===== src/rtl/alu_pkg.sv =====
// Shared types and constants for the add/sub arbiter datapath.
package alu_pkg;

   typedef enum logic [1:0] {IDLE, EXEC, RESP} state_t;

   typedef logic req_id_t;

   localparam logic [15:0] SAT_MAX = 16'h7FFF;
   localparam logic [15:0] SAT_MIN = 16'h8000;

endpackage


===== src/rtl/claAddSub.sv =====
// 16-bit two-level carry-lookahead add/sub with signed saturation.
module claAddSub
   import alu_pkg::*;
(
   input  logic [15:0] a,
   input  logic [15:0] b,
   input  logic        Cin,
   input  logic        isSub,
   output logic [15:0] sum,
   output logic        ovfl
);

   logic [15:0] b_eff;
   logic [15:0] g;
   logic [15:0] p;
   logic [15:0] c;
   logic [15:0] raw;
   logic [3:0]  gg;
   logic [3:0]  gp;
   logic [3:0]  gc;
   logic        c0;

   // Carry into each of four positions from generate/propagate of the lower three.
   function automatic logic [3:0] cla4(input logic [2:0] gi, input logic [2:0] pi,
                                       input logic ci);
      logic [3:0] co;
      co[0] = ci;
      co[1] = gi[0] | (pi[0] & ci);
      co[2] = gi[1] | (pi[1] & gi[0]) | (pi[1] & pi[0] & ci);
      co[3] = gi[2] | (pi[2] & gi[1]) | (pi[2] & pi[1] & gi[0]) | (pi[2] & pi[1] & pi[0] & ci);
      return co;
   endfunction

   function automatic logic grp_gen(input logic [3:0] gi, input logic [3:1] pi);
      return gi[3] | (pi[3] & gi[2]) | (pi[3] & pi[2] & gi[1]) | (pi[3] & pi[2] & pi[1] & gi[0]);
   endfunction

   always_comb begin
      b_eff = isSub ? ~b : b;
      // Cin acts as a borrow when subtracting: a - b - Cin.
      c0    = isSub ^ Cin;
      g     = a & b_eff;
      p     = a ^ b_eff;
      gg    = '0;
      gp    = '0;
      c     = '0;
      for (int unsigned k = 0; k < 4; k++) begin
         gg[k] = grp_gen(g[k*4 +: 4], p[k*4+1 +: 3]);
         gp[k] = &p[k*4 +: 4];
      end
      gc = cla4(gg[2:0], gp[2:0], c0);
      for (int unsigned k = 0; k < 4; k++) begin
         c[k*4 +: 4] = cla4(g[k*4 +: 3], p[k*4 +: 3], gc[k]);
      end
      raw  = p ^ c;
      ovfl = (a[15] == b_eff[15]) && (raw[15] != a[15]);
      sum  = ovfl ? (a[15] ? SAT_MIN : SAT_MAX) : raw;
   end

endmodule


===== src/rtl/addsub_arbiter.sv =====
// Round-robin two-port front end for the shared saturating add/sub unit.
module addsub_arbiter
   import alu_pkg::*;
#(
   parameter int unsigned WIDTH = 16
)
(
   input  logic             clk,
   input  logic             rst,
   input  logic             req0_valid,
   output logic             req0_ready,
   input  logic [WIDTH-1:0] req0_a,
   input  logic [WIDTH-1:0] req0_b,
   input  logic             req0_sub,
   input  logic             req1_valid,
   output logic             req1_ready,
   input  logic [WIDTH-1:0] req1_a,
   input  logic [WIDTH-1:0] req1_b,
   input  logic             req1_sub,
   output logic             resp0_valid,
   input  logic             resp0_ready,
   output logic             resp1_valid,
   input  logic             resp1_ready,
   output logic [WIDTH-1:0] resp_sum,
   output logic             resp_ovfl
);

   state_t           state;
   req_id_t          prio;
   req_id_t          gid;
   req_id_t          gnt;
   logic             gnt_any;
   logic [WIDTH-1:0] op_a;
   logic [WIDTH-1:0] op_b;
   logic             op_sub;
   logic [WIDTH-1:0] sat_sum;
   logic             sat_ovfl;

   always_comb begin
      gnt_any    = req0_valid | req1_valid;
      gnt        = (req0_valid & req1_valid) ? prio : req1_valid;
      req0_ready = (state == IDLE) & req0_valid & (gnt == 1'b0);
      req1_ready = (state == IDLE) & req1_valid & (gnt == 1'b1);
   end

   claAddSub u_cla (
      .a     (op_a),
      .b     (op_b),
      .Cin   (1'b0),
      .isSub (op_sub),
      .sum   (sat_sum),
      .ovfl  (sat_ovfl)
   );

   always_ff @(posedge clk) begin
      if (rst) begin
         state       <= IDLE;
         prio        <= 1'b0;
         gid         <= 1'b0;
         op_a        <= '0;
         op_b        <= '0;
         op_sub      <= 1'b0;
         resp_sum    <= '0;
         resp_ovfl   <= 1'b0;
         resp0_valid <= 1'b0;
         resp1_valid <= 1'b0;
      end else begin
         case (state)
            IDLE: begin
               if (gnt_any) begin
                  op_a   <= gnt ? req1_a : req0_a;
                  op_b   <= gnt ? req1_b : req0_b;
                  op_sub <= gnt ? req1_sub : req0_sub;
                  gid    <= gnt;
                  prio   <= ~gnt;
                  state  <= EXEC;
               end
            end
            EXEC: begin
               resp_sum    <= sat_sum;
               resp_ovfl   <= sat_ovfl;
               resp0_valid <= ~gid;
               resp1_valid <= gid;
               state       <= RESP;
            end
            RESP: begin
               if ((resp0_valid & resp0_ready) | (resp1_valid & resp1_ready)) begin
                  resp0_valid <= 1'b0;
                  resp1_valid <= 1'b0;
                  state       <= IDLE;
               end
            end
            default: state <= IDLE;
         endcase
      end
   end

endmodule


===== config.mk =====
export PLATFORM = sky130hd
export DESIGN_NAME = addsub_arbiter
export DESIGN_NICKNAME = d
export VERILOG_FILES = /design/src/rtl/alu_pkg.sv /design/src/rtl/claAddSub.sv /design/src/rtl/addsub_arbiter.sv
export SDC_FILE = /design/constraint.sdc
export NUM_CORES = 1
export LEC_CHECK = 0
export CAP_MARGIN = 20
export CORE_UTILIZATION = 39
export DETAILED_ROUTE_END_ITERATION = 8
export PLACE_DENSITY = 0.68
export SYNTH_ARGS = -nofsm -noshare
export SYNTH_HDL_FRONTEND = slang
export SYNTH_SLANG_ARGS = --single-unit

===== constraint.sdc =====
create_clock -name clk -period 3.85 [get_ports clk]
set_clock_uncertainty 0.05 [all_clocks]
set_input_delay 0.385 -clock clk [delete_from_list [all_inputs] [get_ports clk]]
set_output_delay 0.385 -clock clk [all_outputs]
set_load 0.02 [all_outputs]

==> report_table.html <==
<table>
<tr><th>Metric</th><th>Value</th></tr>
<tr><th colspan="2">Run status</th></tr>
<tr><td>Status</td><td>complete, no violations</td></tr>
<tr><th colspan="2">Floorplanning</th></tr>
<tr><td>Area of the core</td><td>8217 µm²</td></tr>
<tr><td>Cell row count</td><td>33</td></tr>
<tr><td>Overall die area</td><td>8835 µm²</td></tr>
<tr><td>Boundary Pins</td><td>93</td></tr>
<tr><td>Starting density of the core</td><td>0.4017</td></tr>
<tr><td>Die outline width</td><td>94.00 µm</td></tr>
<tr><td>Chip height</td><td>94.00 µm</td></tr>
<tr><th colspan="2">Synth</th></tr>
<tr><td>Most used DFF post-synth</td><td>sky130_fd_sc_hd__dfxtp_1</td></tr>
<tr><td>Post-Synthesis Cell Area</td><td>3301 µm²</td></tr>
<tr><td>Number of unique standard cell types used by synthesis</td><td>53</td></tr>
<tr><td>Register bit count reported by yosys</td><td>56</td></tr>
<tr><td>Post-synth net total</td><td>457</td></tr>
<tr><td>Part of the Yosys area used for sequential elements</td><td>0.3397</td></tr>
<tr><td>Number of flops mapped to enable cells by yosys</td><td>0</td></tr>
<tr><td>Yosys Warn Count</td><td>0</td></tr>
<tr><td>Number of cells produced by synthesis</td><td>367</td></tr>
<tr><td>Syn avg cell area</td><td>8.994 µm²</td></tr>
<tr><td>Proportion of synthesized flip-flops having asynchronous set or reset</td><td>0</td></tr>
<tr><th colspan="2">STA</th></tr>
<tr><td>RSZ-0062 raised after global routing</td><td>no</td></tr>
<tr><td>Worst-case headroom to the max-slew limit</td><td>0.4001</td></tr>
<tr><td>TNS Setup</td><td>0 ps</td></tr>
<tr><td>Final Hold Viols</td><td>0</td></tr>
<tr><td>Minimum clock period</td><td>3197 ps</td></tr>
<tr><td>Achievable clock frequency</td><td>312.8 MHz</td></tr>
<tr><td>Count of final max-slew check failures</td><td>0</td></tr>
<tr><td>Total setup violations reported at the end of the flow</td><td>0</td></tr>
<tr><td>Actual slew at the worst max-slew pin</td><td>899.9 ps</td></tr>
<tr><td>Final hold slack</td><td>449.2 ps</td></tr>
<tr><td>Final Cycle Share</td><td>0.8304</td></tr>
<tr><th colspan="2">Clock network</th></tr>
<tr><td>Clock-pin transition on the worst setup and hold timing paths</td><td>100 ps</td></tr>
<tr><td>Total number of clock tree sinks</td><td>56</td></tr>
<tr><td>Clk Latency, worst-skew pair</td><td>300 ps</td></tr>
<tr><td>Depth of the CTS H-tree</td><td>2</td></tr>
<tr><td>Root buffer selected by CTS</td><td>sky130_fd_sc_hd__clkbuf_8</td></tr>
<tr><td>Number of buffers inserted during clock tree synthesis</td><td>5</td></tr>
<tr><td>Hold-fix buffer count after cts</td><td>0</td></tr>
<tr><td>Number of gates resized after CTS</td><td>0</td></tr>
<tr><td>Clock tree from TritonCTS</td><td>built</td></tr>
<tr><td>Post-CTS setup repair buffer count</td><td>0</td></tr>
<tr><td>Max clock buf depth</td><td>2</td></tr>
<tr><th colspan="2">Routing</th></tr>
<tr><td>Count of routing violations after the opening detailed-route iteration</td><td>174</td></tr>
<tr><td>Routed wire per std cell</td><td>14.45 µm</td></tr>
<tr><td>Iteration count of the initial detailed-routing pass</td><td>5</td></tr>
<tr><td>Overall via count from detail_route</td><td>2,943</td></tr>
<tr><td>Antenna Violating Nets Remaining</td><td>0</td></tr>
<tr><td>Post-Route WL</td><td>8.063 mm</td></tr>
<tr><td>Drc violations</td><td>0</td></tr>
<tr><td>Detail-routed via count per cell</td><td>5.274</td></tr>
<tr><th colspan="2">Min path</th></tr>
<tr><td>Class of the tightest hold or removal check</td><td>register to register</td></tr>
<tr><th colspan="2">Job</th></tr>
<tr><td>Count of max-cap constraint violations</td><td>0</td></tr>
<tr><th colspan="2">Cells and area</th></tr>
<tr><td>Most used cells in the layout excluding fill and tap cells</td><td>sky130_fd_sc_hd__clkdlybuf4s50_1, sky130_fd_sc_hd__nor2_1, sky130_fd_sc_hd__dfxtp_1</td></tr>
<tr><td>Most common cell after layout, fill and taps aside</td><td>sky130_fd_sc_hd__clkdlybuf4s50_1</td></tr>
<tr><td>Final nets</td><td>542</td></tr>
<tr><td>Diode insertion count for antenna repair</td><td>0</td></tr>
<tr><td>Util after Layout</td><td>0.5383</td></tr>
<tr><td>Fillcell total</td><td>750</td></tr>
<tr><td>Synthesis-to-finish area growth</td><td>34.00%</td></tr>
<tr><td>Fraction of layout instances using a drive strength above 1</td><td>0.09492</td></tr>
<tr><th colspan="2">Critical path</th></tr>
<tr><td>Critical-path maximum fanout</td><td>14</td></tr>
<tr><td>Top delay family on crit path</td><td>compound AO/OA/AOI/OAI gates</td></tr>
<tr><td>Crit path kind</td><td>register to register</td></tr>
<tr><td>Slowest Stage Delay on Critical Path</td><td>600 ps</td></tr>
<tr><td>Required time reported for the critical path endpoint</td><td>3960 ps</td></tr>
<tr><td>Worst path arrival time</td><td>3310 ps</td></tr>
<tr><td>Worst path bufs/invs</td><td>2</td></tr>
<tr><td>Cell with the largest stage delay on the worst path</td><td>sky130_fd_sc_hd__dfxtp_1</td></tr>
<tr><td>Critical path endpoint category</td><td>register</td></tr>
<tr><td>CP Cell Sequence</td><td>buf_4 &gt; buf_4 &gt; xor2_1 &gt; ha_1 &gt; a21o_1 &gt; a21o_1 &gt; a32oi_1 &gt; a21bo_2 &gt; nor2_4 &gt; a211oi_1</td></tr>
<tr><td>CP Launch Type</td><td>register</td></tr>
<tr><th colspan="2">GRT</th></tr>
<tr><td>Initial antenna violation count</td><td>0</td></tr>
<tr><td>Global-route wire length before repair</td><td>13.34 mm</td></tr>
<tr><td>Global route overflow</td><td>0</td></tr>
<tr><td>Via count of the first global-routing pass</td><td>2,780</td></tr>
<tr><td>Maximum number of pins on one net before global-route repair</td><td>58</td></tr>
<tr><td>Total routing resource utilization after global routing</td><td>0.1903</td></tr>
<tr><th colspan="2">Power and ir drop</th></tr>
<tr><td>Peak ir drop on the vdd network</td><td>0.1648 mV</td></tr>
<tr><td>Clock power frac</td><td>0.169</td></tr>
<tr><td>Cell area power density</td><td>416.1 nW/µm²</td></tr>
<tr><td>Sequential power share</td><td>0.387</td></tr>
<tr><td>Switching Fraction</td><td>0.3710</td></tr>
<tr><td>Combinational power share</td><td>0.445</td></tr>
<tr><td>Power spent charging and discharging nets</td><td>0.6827 mW</td></tr>
<tr><td>Leak Pwr</td><td>1.850 nW</td></tr>
<tr><td>Internal power</td><td>1.158 mW</td></tr>
<tr><th colspan="2">Placed design</th></tr>
<tr><td>Input/output buffers</td><td>92</td></tr>
<tr><td>Post-DP HPWL</td><td>6.214 mm</td></tr>
<tr><td>RD Place Congestion</td><td>0.8992</td></tr>
</table>
-- cells by family after synthesis --
group,synth area share
adder cells (fa/ha/maj),0.07506
XOR/XNOR,0.06331
buffers and inverters,0.04321
multiplexers,0.05762
AO/OA/AOI/OAI,0.2642
AND/OR/NAND/NOR,0.1569
flip-flops,0.3397
-- metal layers --
layer,part of all wire,GRT usage,vias up
met5,0,0,-
met4,0.0041,0.03077,0
met3,0.039,0.02427,2
met2,0.45,0.2993,84
met1,0.51,0.2797,1332
li1,-,-,1525
-- state kept, by name, summed over array words and instances, names as in the netlist --
name,count
gid,1
resp0_valid,1
state,2
op_b,16
prio,1
op_a,16
resp_ovfl,1
resp1_valid,1
op_sub,1
resp_sum,16
-- final timing paths --
kind,start,to,slack (ps),cells after the start
worst min-delay path,resp_ovfl,resp_ovfl,450,2
worst min register to register,resp_ovfl,resp_ovfl,450,2
worst max register to register,op_sub,resp_sum[12],650,10
worst max-delay path,op_sub,resp_sum[12],650,10
-- power by group through the flow --
stage	Clock (mW)	Combinational (mW)	Sequential [mW]
floorplan	0	0.536	0.739
global placement	0	0.805	0.724
detailed placement	0	0.809	0.725
CTS	0.322	0.818	0.712
global route	0.341	0.913	0.721
finish	0.311	0.818	0.711
-- synth_stat cells (all sizes together) (4+ instances only) --
cell / instances / area, µm²
nand2b: 6 / 37.54
nor2b: 5 / 31.28
xor2: 18 / 165.2
inv: 9 / 33.78
dfxtp: 56 / 1121
nor2: 66 / 255.2
a211oi: 32 / 305.3
clkbuf: 15 / 56.30
a21oi: 14 / 73.82
ha: 15 / 187.7
nand2: 18 / 72.57
and2: 4 / 25.02
mux2i: 19 / 190.2
a222oi: 19 / 190.2
o211ai: 4 / 30.03
xnor2: 5 / 43.79
o21ai: 14 / 73.82
a21o: 5 / 37.54
buf: 8 / 52.55
-- metrics by stage --
step / instance area (µm²) / std cells / setup WS, ps / total power, mW
final: 4423 / 558 / 653.1 / 1.840
after global routing: 4423 / 558 / 458.5 / 1.975
after CTS: 4395 / 557 / 598.6 / 1.851
after detailed placement: 4308 / 549 / 633.3 / 1.534
after global placement: 4308 / 549 / 683.3 / 1.529
after floorplan: 3301 / 367 / 719.3 / 1.275
-- worst register-to-register path: cells and delay by family (launching register included) --
family          cells  cell delay, ps
fa+ha+maj           1             340
simple gates        1             370
buf+inv             2             430
flops               1             600
xor+xnor            1             250
compound gates      5            1020
-- cell type report --
cell class,count,area [µm²],area share
timing repair buffer,101,1003,0.2269
sequential,56,1121,0.2535
clock inverter,3,18.77,0.004243
tap,105,131.4,0.02970
inverter,9,33.78,0.007638
clock buffer,5,68.82,0.01556
multi-input combinational,279,2046,0.4625
No activity file was read; power rests on OpenSTA's default activity.
